===== src/rtl/aes_pkg.sv =====
// rtl/aes_pkg.sv - shared AES GF(2^8) helpers, FSM state type and byte indexing
//
// Purpose: constants and pure functions used by the iterative InvMixColumns block.
//   AES_POLY   : low byte of the AES reduction polynomial 0x11B
//   gf_xtime   : multiply a byte by x (0x02) modulo 0x11B
//   gf_mul     : multiply a byte by a 4-bit constant (covers 01..0e)
//   state_e    : IDLE / CALC / DONE
//   byte_idx   : byte position k = 4*row + col inside the 128-bit state
package aes_pkg;

  localparam logic [7:0] AES_POLY = 8'h1B;

  typedef enum logic [1:0] {
    ST_IDLE = 2'd0,
    ST_CALC = 2'd1,
    ST_DONE = 2'd2
  } state_e;

  function automatic logic [7:0] gf_xtime(input logic [7:0] b);
    return {b[6:0], 1'b0} ^ (b[7] ? AES_POLY : 8'h00);
  endfunction

  // Shift-and-add over the four constant bits; every MixColumns
  // coefficient in either direction fits in 4 bits.
  function automatic logic [7:0] gf_mul(input logic [7:0] b, input logic [3:0] c);
    logic [7:0] acc;
    logic [7:0] p;
    acc = 8'h00;
    p   = b;
    for (int i = 0; i < 4; i++) begin
      if (c[i]) acc = acc ^ p;
      p = gf_xtime(p);
    end
    return acc;
  endfunction

  function automatic logic [3:0] byte_idx(input logic [1:0] row, input logic [1:0] col);
    return {row, col};
  endfunction

endpackage


===== src/rtl/inv_mix_column_word.sv =====
// rtl/inv_mix_column_word.sv - combinational (Inv)MixColumns on one 32-bit column
//
// Purpose: applies the circulant column matrix to one column.
// Ports:
//   col_i  [31:0] : input column, row r at bits [8r+7:8r]
//   mode_i        : (only with INV_MIX_COLUMNS_FWD_MODE_EN) 1 = forward, 0 = inverse
//   col_o  [31:0] : result column, same layout
module inv_mix_column_word
  import aes_pkg::*;
(
  input  logic [31:0] col_i,
`ifdef INV_MIX_COLUMNS_FWD_MODE_EN
  input  logic        mode_i,
`endif
  output logic [31:0] col_o
);

  logic fwd;
`ifdef INV_MIX_COLUMNS_FWD_MODE_EN
  assign fwd = mode_i;
`else
  assign fwd = 1'b0;
`endif

  // Coefficient for input row j feeding output row r, indexed by (j - r) mod 4.
  function automatic logic [3:0] coef(input logic [1:0] k, input logic f);
    logic [3:0] c;
    case (k)
      2'd0:    c = f ? 4'h2 : 4'he;
      2'd1:    c = f ? 4'h3 : 4'hb;
      2'd2:    c = f ? 4'h1 : 4'hd;
      default: c = f ? 4'h1 : 4'h9;
    endcase
    return c;
  endfunction

  always_comb begin
    logic [7:0] acc;
    col_o = '0;
    for (int r = 0; r < 4; r++) begin
      acc = 8'h00;
      for (int j = 0; j < 4; j++) begin
        acc = acc ^ gf_mul(col_i[8*j +: 8], coef(2'(j - r), fwd));
      end
      col_o[8*r +: 8] = acc;
    end
  end

endmodule


===== src/rtl/inv_mix_columns_iter.sv =====
// rtl/inv_mix_columns_iter.sv - iterative AES InvMixColumns, one column per cycle
//
// Purpose: accepts a 128-bit AES state, runs one shared column unit over
// columns 0..3 on four successive edges, then presents the result until taken.
// Byte k of in_data/out_data sits at [8k+7:8k]; row = k/4, column = k%4.
// Optional macro INV_MIX_COLUMNS_FWD_MODE_EN adds input mode (1 = forward
// MixColumns, 0 = inverse), latched with the data.
// Ports:
//   clk, rst (async, active-low)
//   in_valid / in_ready / in_data[127:0]   : input handshake
//   out_valid / out_ready / out_data[127:0]: output handshake
//   busy                                   : high while computing columns
module inv_mix_columns_iter
  import aes_pkg::*;
(
  input  logic         clk,
  input  logic         rst,
  input  logic         in_valid,
  output logic         in_ready,
  input  logic [127:0] in_data,
`ifdef INV_MIX_COLUMNS_FWD_MODE_EN
  input  logic         mode,
`endif
  output logic         out_valid,
  input  logic         out_ready,
  output logic [127:0] out_data,
  output logic         busy
);

  state_e       state_q, state_d;
  logic [1:0]   col_q, col_d;
  logic [127:0] in_q, in_d;
  logic [127:0] out_q, out_d;
  logic         out_valid_q, out_valid_d;
  logic [31:0]  col_word, res_word;
  logic         mode_q, mode_d;
  logic         mode_in;

`ifdef INV_MIX_COLUMNS_FWD_MODE_EN
  assign mode_in = mode;
`else
  assign mode_in = 1'b0;
`endif

  // Gather the current column from the latched input.
  always_comb begin
    col_word = '0;
    for (int r = 0; r < 4; r++) begin
      col_word[8*r +: 8] = in_q[8*byte_idx(2'(r), col_q) +: 8];
    end
  end

  inv_mix_column_word u_col (
    .col_i  (col_word),
`ifdef INV_MIX_COLUMNS_FWD_MODE_EN
    .mode_i (mode_q),
`endif
    .col_o  (res_word)
  );

  always_comb begin
    state_d     = state_q;
    col_d       = col_q;
    in_d        = in_q;
    out_d       = out_q;
    out_valid_d = out_valid_q;
    mode_d      = mode_q;
    in_ready    = 1'b0;
    case (state_q)
      ST_IDLE: begin
        in_ready = 1'b1;
        if (in_valid) begin
          in_d    = in_data;
          mode_d  = mode_in;
          col_d   = 2'd0;
          state_d = ST_CALC;
        end
      end
      ST_CALC: begin
        for (int r = 0; r < 4; r++) begin
          out_d[8*byte_idx(2'(r), col_q) +: 8] = res_word[8*r +: 8];
        end
        col_d = col_q + 2'd1;
        if (col_q == 2'd3) begin
          state_d     = ST_DONE;
          out_valid_d = 1'b1;
        end
      end
      ST_DONE: begin
        // Ready follows the consumer so a result can leave and a new word
        // can enter on the same edge.
        in_ready = out_ready;
        if (out_ready) begin
          out_valid_d = 1'b0;
          if (in_valid) begin
            in_d    = in_data;
            mode_d  = mode_in;
            col_d   = 2'd0;
            state_d = ST_CALC;
          end else begin
            state_d = ST_IDLE;
          end
        end
      end
      default: state_d = ST_IDLE;
    endcase
  end

  always_ff @(posedge clk or negedge rst) begin
    if (!rst) begin
      state_q     <= ST_IDLE;
      col_q       <= 2'd0;
      in_q        <= '0;
      out_q       <= '0;
      out_valid_q <= 1'b0;
      mode_q      <= 1'b0;
    end else begin
      state_q     <= state_d;
      col_q       <= col_d;
      in_q        <= in_d;
      out_q       <= out_d;
      out_valid_q <= out_valid_d;
      mode_q      <= mode_d;
    end
  end

  assign out_valid = out_valid_q;
  assign out_data  = out_q;
  assign busy      = (state_q == ST_CALC);

endmodule


===== config.mk =====
export PLATFORM = sky130hd
export DESIGN_NAME = inv_mix_columns_iter
export DESIGN_NICKNAME = d
export VERILOG_FILES = /design/src/rtl/aes_pkg.sv /design/src/rtl/inv_mix_column_word.sv /design/src/rtl/inv_mix_columns_iter.sv
export SDC_FILE = /design/constraint.sdc
export NUM_CORES = 1
export LEC_CHECK = 0
export BUFFER_PORTS_ARGS = -buffer_cell sky130_fd_sc_hd__buf_2
export CAP_MARGIN = 25
export CORE_MARGIN = 2
export CORE_UTILIZATION = 55
export CTS_CLUSTER_DIAMETER = 60
export DETAILED_ROUTE_END_ITERATION = 10
export GPL_TIMING_DRIVEN = 0
export PLACE_DENSITY = 0.8
export SLEW_MARGIN = 20
export SYNTH_ARGS = -nofsm -noshare
export SYNTH_HDL_FRONTEND = slang
export SYNTH_SLANG_ARGS = --single-unit

===== constraint.sdc =====
create_clock -name clk -period 6.3 [get_ports clk]
set_input_delay 1.26 -clock clk [delete_from_list [all_inputs] [get_ports clk]]
set_output_delay 1.26 -clock clk [all_outputs]
set_load 0.1 [all_outputs]

==> impl_metrics.ini <==
[synthesis]
muxShareOfSynthArea_pct = 16.5
synth-compound-area-share_pct = 7.50
avgSynthCellArea_sq_um = 12.9
synth_cells = 1032
synth_adder_area_share_pct = 0.749
synth_edf_count = 0
synth_xor_area_share_pct = 17.7
synth_cell_types = 52
yosys.area.top_type = dfrtp_1
synthTopCellsByArea = dfrtp_1 49%, mux2_2 11%, xnor2_1 7.0%
syn_area_sq_um = 13400
synth_top_family_by_area = XOR/XNOR gates
yosys_warnings = 0
async_flop_share_pct = 100
synth_top_area_share_pct = 48.9
synth_nets = 1172
synthSimpleGateAreaFrac_pct = 6.00
synth_seq_cells = 261
synth-seq-area-share_pct = 48.9
synth_flop_cell = dfrtp_1

[sta]
period_needed_ns = 4.27
slew_headroom_pct = 30.6
fmax_mhz = 234
fin_tns_setup_ns = 0
rsz0062_at_grt = false
hold_viol = 0
fin_skew_ns = 0.0186
finalMaxSlewViolations = 0
period_share_pct = 67.7
setup_violations = 0
worst_pin_slew_ns = 1.03

[layout]
mostFrequentLayoutCells = 274 x buf_2, 261 x dfrtp_1, 128 x mux2_2
utilization_pct = 66.9
finalNetCount = 1468
diodes = 0
layout_commonest_cell = buf_2
synthToLayoutAreaGrowth_pct = 20.6
fin_area_sq_um = 16100
drive_gt1_share_pct = 37.6

[critical_path]
slowest_stage = xnor2_1
r2r_setup_slack_ns = 2.03
endpoint_kind = flop
arrival_ns = 4.70
cp.required_ns = 6.73
path_cells = clkbuf_2 > buf_4 > buf_2 > mux4_2 > xor2_1 > xnor3_1 > xnor3_1 > xnor2_1 > nor4_1 > a221o_1
critical-path-max-stage-delay_ns = 0.83
cp-start-kind = flop
path_buf_inv = 3
path_max_fanout = 10
worst_path_dominant_cell_family = XOR/XNOR gates
cp_common_cell = xnor3_1
critical_path_class = flop to flop

[cts]
postCtsSetupRepairBufs = 0
clkTransAtPathRegs_ns = 0.06
clock_path_buffers = 3
cts_hold_buf = 0
cts_tree = built
worstSkewPairLatency_ns = 0.54
cts_resized = 0
htree_levels = 1
cts_sinks = 261
cts_buffers = 29
clockRootBuffer = clkbuf_16

[floorplan]
die_area_sq_um = 25600
pin_count = 263
coreArea_sq_um = 24100
start_util_pct = 55.4
placementRows = 57
fp.dieH_um = 160
die_w_um = 160

[global_routing]
first_global_vias = 9940
grt_overflow_total = 0
grt_pass1_wl_mm = 56.6
grt_usage_pct = 28.6
antenna_found_initial = 6
grt_max_degree = 78

[placed_design]
dp_hpwl_mm = 27.5
portBuffers = 262
placed_area_sq_um = 15200
place.gp.congestion = 0.976

[min_path]
hold_class = flop to flop

[drt]
wirelength_mm = 36.2
dr_total_vias = 9501
postRouteAntennaNets = 0
drc = 0
routed_via_density = 5.69
drt_iter0_markers = 687
wl_per_cell_um = 21.7
drt_first_pass_iters = 6

[status]
status = complete, no violations

[job]
max-cap-violations = 0
## stage by stage
step	setup slack [ns]	hold slack, ns	std cells
2_1_floorplan	1.97	0.472	1032
5_1_grt	1.92	0.502	1670
6_report	2.03	0.475	1670
4_1_cts	2.10	0.477	1670
3_5_place_dp	2.09	0.463	1621
3_3_place_gp	-0.586	0.457	1618
## synthesized netlist by cell type, types with 5 or more instances
cell / n
dfrtp_1: 261
mux2_2: 128
xnor2_1: 107
nand2_1: 94
nor2_1: 79
o21ai_0: 63
clkbuf_1: 35
a221oi_1: 32
xor2_1: 31
xnor3_1: 26
a22o_1: 20
mux4_2: 19
xnor2_2: 14
buf_2: 13
mux4_1: 13
a21oi_1: 8
ha_1: 8
a221o_1: 6
and2_1: 6
buf_1: 5
inv_1: 5
## metal layers
layer	vias up	track usage, %	wire length [um]
li1	4230	-	-
met1	4727	37.7	14700
met2	449	47.7	17400
met3	91	6.08	2990
met4	4	9.01	1150
met5	-	0	20
## cells by family (layout without fill, tap and decap cells)
kind of cell,count (synthesis),in the layout
compound gates,145,145
xor+xnor,192,192
buf+inv,68,382
fa+ha+maj,8,8
simple gates,198,198
flops,261,261
mux,160,160
## path summary, 6_finish.rpt
check | start | end | cells past startpoint
worst max register to register | col_q[1]$_DFFE_PN0P_ | out_data[84]$_DFFE_PN0P_ | 10
max in group asynchronous | rst | in_q[43]$_DFFE_PN0P_ | 2
worst min register to register | out_data[11]$_DFFE_PN0P_ | out_data[11]$_DFFE_PN0P_ | 2
min in group asynchronous | rst | out_data[104]$_DFFE_PN0P_ | 1
worst min-delay path | out_data[11]$_DFFE_PN0P_ | out_data[11]$_DFFE_PN0P_ | 2
worst max-delay path | col_q[1]$_DFFE_PN0P_ | out_data[84]$_DFFE_PN0P_ | 10
## worst register-to-register path: stages, from the launching register on
cell and delay [ns]:
dfrtp_1 0.42, clkbuf_2 0.30, buf_4 0.26, buf_2 0.33, mux4_2 0.42, xor2_1 0.42
xnor3_1 0.32, xnor3_1 0.38, xnor2_1 0.83, nor4_1 0.17, a221o_1 0.30
## area by class of cell
cell class	count	area [sq um]
plain buffers	63	335
inverters	5	18.8
well taps	324	405
clock inverters	8	114
clock buffers	41	831
fillers	1874	7990
flip-flops and latches	261	6530
repair buffers	265	1400
multi-input cells	703	6480
## flip-flops by register name (all words and copies together) (netlist names)
signal,count
in_q,128
state_q,2
out_valid,1
out_data,128
col_q,2
Power is not shown: default switching activity piles up to over one toggle a cycle in this logic, so the estimate is an artifact.
